**src/rtl/alu_pipe.sv**
```systemverilog
// Two-stage valid/ready ALU: stage 1 registers operands, stage 2 registers result and flags.
// Optional sticky overflow flag enabled by defining ALU_PIPE_STICKY_OVF_EN.
module alu_pipe #(
  parameter int unsigned WIDTH = 32
) (
  input  logic             clk,
  input  logic             rst_n,
  input  logic             in_valid,
  output logic             in_ready,
  input  logic [WIDTH-1:0] a,
  input  logic [WIDTH-1:0] b,
  input  logic [2:0]       op,
  output logic             out_valid,
  input  logic             out_ready,
  output logic [WIDTH-1:0] result,
  output logic             carryout,
  output logic             overflow,
  output logic             zero
`ifdef ALU_PIPE_STICKY_OVF_EN
  ,
  output logic             sticky_ovf,
  input  logic             sticky_clr
`endif
);

  typedef enum logic [2:0] {
    OpAdd  = 3'd0,
    OpSub  = 3'd1,
    OpXor  = 3'd2,
    OpSlt  = 3'd3,
    OpAnd  = 3'd4,
    OpNand = 3'd5,
    OpNor  = 3'd6,
    OpOr   = 3'd7
  } op_e;

  logic             s1_valid;
  logic [WIDTH-1:0] s1_a;
  logic [WIDTH-1:0] s1_b;
  op_e              s1_op;
  logic             s1_advance;

  assign s1_advance = !out_valid || out_ready;
  assign in_ready   = !s1_valid || s1_advance;

  always_ff @(posedge clk or negedge rst_n) begin
    if (!rst_n) begin
      s1_valid <= 1'b0;
      s1_a     <= '0;
      s1_b     <= '0;
      s1_op    <= OpAdd;
    end else if (in_ready) begin
      s1_valid <= in_valid;
      if (in_valid) begin
        s1_a  <= a;
        s1_b  <= b;
        s1_op <= op_e'(op);
      end
    end
  end

  logic             sub_sel;
  logic [WIDTH-1:0] b_eff;
  logic [WIDTH:0]   sum;
  logic             sum_ovf;
  logic [WIDTH-1:0] res_d;
  logic             cy_d;
  logic             of_d;

  // SUB and SLT share the a + ~b + 1 path; SLT reads sign XOR overflow of the difference.
  always_comb begin
    sub_sel = (s1_op == OpSub) || (s1_op == OpSlt);
    b_eff   = sub_sel ? ~s1_b : s1_b;
    sum     = {1'b0, s1_a} + {1'b0, b_eff} + {{WIDTH{1'b0}}, sub_sel};
    sum_ovf = (s1_a[WIDTH-1] ^ b_eff[WIDTH-1] ^ sum[WIDTH-1]) ^ sum[WIDTH];
    res_d   = '0;
    cy_d    = 1'b0;
    of_d    = 1'b0;
    unique case (s1_op)
      OpAdd, OpSub: begin
        res_d = sum[WIDTH-1:0];
        cy_d  = sum[WIDTH];
        of_d  = sum_ovf;
      end
      OpSlt:  res_d = {{(WIDTH-1){1'b0}}, sum[WIDTH-1] ^ sum_ovf};
      OpXor:  res_d = s1_a ^ s1_b;
      OpAnd:  res_d = s1_a & s1_b;
      OpNand: res_d = ~(s1_a & s1_b);
      OpNor:  res_d = ~(s1_a | s1_b);
      OpOr:   res_d = s1_a | s1_b;
    endcase
  end

  always_ff @(posedge clk or negedge rst_n) begin
    if (!rst_n) begin
      out_valid <= 1'b0;
      result    <= '0;
      carryout  <= 1'b0;
      overflow  <= 1'b0;
      zero      <= 1'b0;
    end else if (s1_advance) begin
      out_valid <= s1_valid;
      if (s1_valid) begin
        result   <= res_d;
        carryout <= cy_d;
        overflow <= of_d;
        zero     <= (res_d == '0);
      end
    end
  end

`ifdef ALU_PIPE_STICKY_OVF_EN
  // A delivered overflow wins over a same-edge clear.
  always_ff @(posedge clk or negedge rst_n) begin
    if (!rst_n) begin
      sticky_ovf <= 1'b0;
    end else if (out_valid && out_ready && overflow) begin
      sticky_ovf <= 1'b1;
    end else if (sticky_clr) begin
      sticky_ovf <= 1'b0;
    end
  end
`endif

endmodule

```
**config.mk**
```make
export PLATFORM = sky130hd
export DESIGN_NAME = alu_pipe
export DESIGN_NICKNAME = d
export VERILOG_FILES = /design/src/rtl/alu_pipe.sv
export SDC_FILE = /design/constraint.sdc
export NUM_CORES = 1
export LEC_CHECK = 0
export CELL_PAD_IN_SITES_DETAIL_PLACEMENT = 1
export CELL_PAD_IN_SITES_GLOBAL_PLACEMENT = 1
export CORE_MARGIN = 1.5
export CORE_UTILIZATION = 47
export CTS_CLUSTER_DIAMETER = 50
export CTS_CLUSTER_SIZE = 24
export DETAILED_ROUTE_END_ITERATION = 8
export HOLD_SLACK_MARGIN = 0.02
export PLACE_DENSITY = 0.95
export REMOVE_ABC_BUFFERS = 1
export SYNTH_ARGS = -nofsm -noshare
export SYNTH_HDL_FRONTEND = slang
export SYNTH_SLANG_ARGS = --single-unit
```
**constraint.sdc**
```tcl
create_clock -name clk -period 12.3 [get_ports clk]
set_input_delay 1.845 -clock clk [delete_from_list [all_inputs] [get_ports clk]]
set_output_delay 1.845 -clock clk [all_outputs]
set_load 0.1 [all_outputs]
```
After elaboration in Yosys (flattened, before gate mapping)

Cells that the tools add are included.

Bits in registers: 104
Bits of input ports: 71
Output and inout bits: 37
Logic and storage cells: 42

Add/sub/neg operators: 2
Equal/unequal tests: 7
Multiplexer cells: 4
Bitwise operators: 10
Reduce and logical (&&, ||, !) cells: 10

Operators by type and width:

| kind                 | number |
|---|---|
| $pmux W32 S7         | 1 |
| $not A32 Y32         | 3 |
| $add A32 B32 Y33     | 1 |
| $add A33 B1 Y33      | 1 |
| $and A32 B32 Y32     | 1 |
| $logic_not A32 Y1    | 1 |
| $mux W32             | 1 |
| $or A32 B32 Y32      | 1 |
| $xor A32 B32 Y32     | 1 |
| $eq A3 B3 Y1 const B | 4 |
| $eq A3 B2 Y1 const B | 2 |
| $reduce_and A2 Y1    | 2 |
| $xor A1 B1 Y1        | 4 |
| $eq A3 B1 Y1 const B | 1 |
| $logic_not A3 Y1     | 1 |
| $logic_or A1 B1 Y1   | 3 |
| $logic_not A1 Y1     | 2 |
| $mux W1              | 2 |
| $reduce_or A2 Y1     | 1 |

Longest topological paths before layout

Depth after elaboration: 10
Depth in mapped cells: 18
Mapped depth without buffers: 14

Worst setup path after synthesis

OpenSTA, ideal clock, no wires.

Kind: input port to output port
From: input out_ready
To: output in_ready
Arrival time: 2.672 ns
Required time: 10.455 ns
Setup slack: 7.783 ns
Stages on the path: 1
Path buffers: 0
Cells stage by stage: nand3b_1

Longest elaborated chain between the ends: 2

RTL lines:

| item               | RTL line | source |
|---|---|---|
| start, declared    | 14       | `input logic out_ready,` |
| $logic_or A1 B1 Y1 | 43       | `assign s1_advance = !out_valid \|\| out_ready;` |
| $logic_or A1 B1 Y1 | 44       | `assign in_ready = !s1_valid \|\| s1_advance;` |
| end, declared      | 9        | `output logic in_ready,` |

No other way between the ends.

Final worst setup path

From: register s1_op[2]
To: register zero

Longest elaborated chain between the ends: 10
Elaborated cells on any way between the ends: 19
Classes of those cells: 2 x add/sub; 7 x eq/ne; 2 x mux; 4 x bitwise; 4 x reduce/logical

RTL lines:

| item                                                | RTL line | source |
|---|---|---|
| start, declared                                     | 40       | `op_e s1_op;` |
| start signal, assigned                              | 51       | `s1_op <= OpAdd;` |
| start signal, assigned                              | 57       | `s1_op <= op_e'(op);` |
| $eq A3 B1 Y1 / $eq A3 B2 Y1 (equally long branches) | 72, 79   |  |
| $logic_or A1 B1 Y1                                  | 72       | `sub_sel = (s1_op == OpSub) \|\| (s1_op == OpSlt);` |
| $mux W32                                            | 73       | `b_eff = sub_sel ? ~s1_b : s1_b;` |
| $add A32 B32 Y33                                    | 74       | `sum = {1'b0, s1_a} + {1'b0, b_eff} + {{WIDTH{1'b0}}, sub_sel};` |
| $add A33 B1 Y33                                     | 74       |  |
| $xor A1 B1 Y1 (2 in a row)                          | 75       | `sum_ovf = (s1_a[WIDTH-1] ^ b_eff[WIDTH-1] ^ sum[WIDTH-1]) ^ sum[WIDTH];` |
| $xor A1 B1 Y1                                       | 85       | `OpSlt: res_d = {{(WIDTH-1){1'b0}}, sum[WIDTH-1] ^ sum_ovf};` |
| $pmux W32 S7 *                                      | 79       | `unique case (s1_op)` |
| $logic_not A32 Y1 *                                 | 107      | `zero <= (res_d == '0);` |
| end signal, assigned                                | 107      |  |
| end, declared                                       | 18       | `output logic zero` |

Every way passes the cells marked *; elsewhere a longest branch is shown, timed or not.
A chain may end at the register's enable or synchronous reset.

==> flow_metrics.py <==
metrics = {
    "placed_design": {
        "dp_hpwl_um": 19100,
        "gp_congestion": 0.945,
        "placed_cells": 1200,
        "portBuffers": 107,
        "placed_area_sq_um": 9720,
    },
    "critical_path": {
        "cp.arrival_ps": 5930,
        "worstSetupEndpointType": "flop",
        "worstPathRequired_ps": 12610,
        "cp-start-kind": "flop",
        "cp_max_fo": 42,
        "critPathKind": "flop to flop",
    },
    "yosys": {
        "synth_top_area_share_pct": 30.5,
        "synth-seq-cells": 104,
        "yosysMostFrequentCell": "dfrtp_1",
        "yosys_warnings": 0,
        "synthFlopType": "dfrtp_1",
        "syn_area_sq_um": 8540,
        "synth_edf_count": 0,
        "synth_cell_types": 73,
        "syn_avg_cell_area_sq_um": 9.41,
        "synthCells": 908,
        "synthTopCellsByCount": "104 x dfrtp_1, 95 x ha_1, 82 x mux2_2, 73 x inv_1",
        "synthArstFlopShare_pct": 100,
        "synth_top_cell_by_area": "dfrtp_1",
        "ys_seq_area_share_pct": 30.5,
        "synth_area_leaders": "dfrtp_1 30%, ha_1 14%, mux2_2 11%, xnor2_1 6.6%, inv_1 3.2%",
    },
    "die": {
        "num_io_pins": 108,
        "fp.dieH_um": 138,
        "die_width_um": 138,
        "die_area_sq_um": 19000,
        "row_count": 49,
        "initial_utilization_pct": 47.7,
        "coreArea_sq_um": 17900,
    },
    "detailed_routing": {
        "viasPerCell": 6.18,
        "drt_iter0_drc": 501,
        "drc_errors": 0,
        "dr_total_vias": 7504,
        "routedWlPerCell_um": 22.1,
        "dr.pass1.iters": 5,
        "ant_nets": 0,
        "routed_wl_um": 26800,
    },
    "layout": {
        "fillers": 2024,
        "area_growth_pct": 17.3,
        "fin_nets": 1149,
        "fin_cells": 1215,
        "multi_input_area_sq_um": 5410,
        "seq_area_sq_um": 2600,
        "final_area_sq_um": 10000,
        "n_antenna_cell": 0,
        "layout-drive-gt1-share_pct": 13.0,
    },
    "clocking": {
        "cts-htree-levels": 3,
        "cts_setup_buffers": 0,
        "ctsResizeCount": 0,
        "cts-root-buf": "clkbuf_16",
        "cts_inserted_buffers": 9,
        "clock_latency_ps": 370,
        "clock-sinks": 104,
        "clock_path_buffers": 2,
        "cts_tree": "yes",
        "clk_pin_slew_ps": 80,
        "cts_hold_buf": 0,
    },
    "timing": {
        "min_period_ps": 5610,
        "fin_setup_tns_ps": 0,
        "max_freq_mhz": 178,
        "min_period_over_period_pct": 45.6,
        "finClkSkew_ps": 12.4,
        "rsz0062_at_grt": "false",
        "slew_headroom_pct": 20.7,
        "slew_violations": 0,
        "hold_viol": 0,
        "holdWs_ps": 491,
        "worstMarginPinSlew_ps": 1190,
        "setup_viol": 0,
    },
    "power": {
        "p_leak_uw": 0.00444,
        "powerDensity_nw_per_um2": 220,
        "peakVddDrop_v": 0.000172,
    },
    "grt": {
        "global_route.usage.met3_pct": 5.37,
        "grt_pass1_wl_um": 42800,
        "grt_pass1_vias": 8157,
        "use_met1_pct": 34.6,
        "antenna_found_initial": 0,
        "grt_max_degree": 68,
        "busiest_layer": "met2",
        "grt_overflow_total": 0,
        "grt_use_total_pct": 29.7,
        "grtUsageMet2_pct": 52.1,
    },
    "run": {
        "cap_violations": 0,
    },
    "hold_path": {
        "worstHoldPathType": "flop to flop",
    },
    "status": {
        "status": "finished, final reports clean",
    },
}
==> power by group <==
part / internal, uW / switching, uW
clock: 158 / 135
combinational: 458 / 944
sequential: 424 / 81.5
total: 1040 / 1160
==> per-layer routing <==
metal	vias to the layer above	wire, um
met1	3755	10900
met4	2	1160
li1	3373	-
met2	279	13500
met3	95	1310
met5	-	27
==> registers in the layout, summed over array words and instances, names as in the netlist <==
name,flops
s1_b,32
s1_op,3
s1_a,32
zero,1
s1_valid,1
out_valid,1
result,32
carryout,1
overflow,1
==> cell families after synthesis <==
| kind of cell | synth area share [%] |
|---|---|
| AOI/OAI and AO/OA | 17.7 |
| and+or+nand+nor | 10.4 |
| buffers and inverters | 6.34 |
| DFF | 30.5 |
| muxes | 12.5 |
| adders and majority gates | 14.2 |
| xor gates and xnor gates | 8.51 |
==> through the flow <==
stage | util [%] | power, uW | setup slack, ps
floorplan | - | 1500 | 6440
global placement | 54.3 | 1820 | 6850
detailed placement | 54.3 | 1880 | 6810
CTS | 55.9 | 2190 | 6750
global route | 55.9 | 2310 | 6470
finish | 55.9 | 2200 | 6690
==> final cells by class <==
class / instances / area share [%]
multi-input combinational: 675 / 54.0
sequential: 104 / 26.0
timing repair buffer: 117 / 11.4
tap: 229 / 2.86
inverter: 75 / 2.81
clock buffer: 13 / 2.80
clock inverter: 2 / 0.125
==> cell usage in the layout, fill, tap and decap left out, types with 7 or more instances in the layout <==
cell type	count
clkdlybuf4s50_1	106
dfrtp_1	103
ha_1	95
mux2_2	82
inv_1	73
xnor2_1	64
nand2_1	62
a21oi_1	52
o21ai_0	51
nor2_1	36
xor2_1	19
nand2b_1	15
mux2i_1	14
a21o_1	13
nand3_1	13
nand4_1	12
a222oi_1	12
buf_4	11
a22oi_1	10
a22o_1	10
clkbuf_16	9
o31ai_1	8
a211oi_1	7
nor3_1	7
==> final timing paths <==
path,slack (ps),cells after the start,endpoint,from
max,6690,15,zero,s1_op[2]
max reg2reg,6690,15,zero,s1_op[2]
max in group asynchronous,9630,2,result[20],rst_n
min,490,2,result[25],result[25]
min in group asynchronous,1520,1,s1_b[2],rst_n
min reg2reg,490,2,result[25],result[25]
==> critical path, stage by stage (launching register included) <==
cell and delay, ps:
dfrtp_1 360, buf_4 290, inv_2 450, nand2_2 750, xnor2_1 400, ha_1 400, a21oi_1 300, o221ai_1 180
a21oi_1 560, o211ai_1 260, a21oi_1 340, o221ai_1 220, xor2_1 180, a222oi_1 430, o2111a_1 260, a32o_1 160
(Power assumes the default switching activity.)
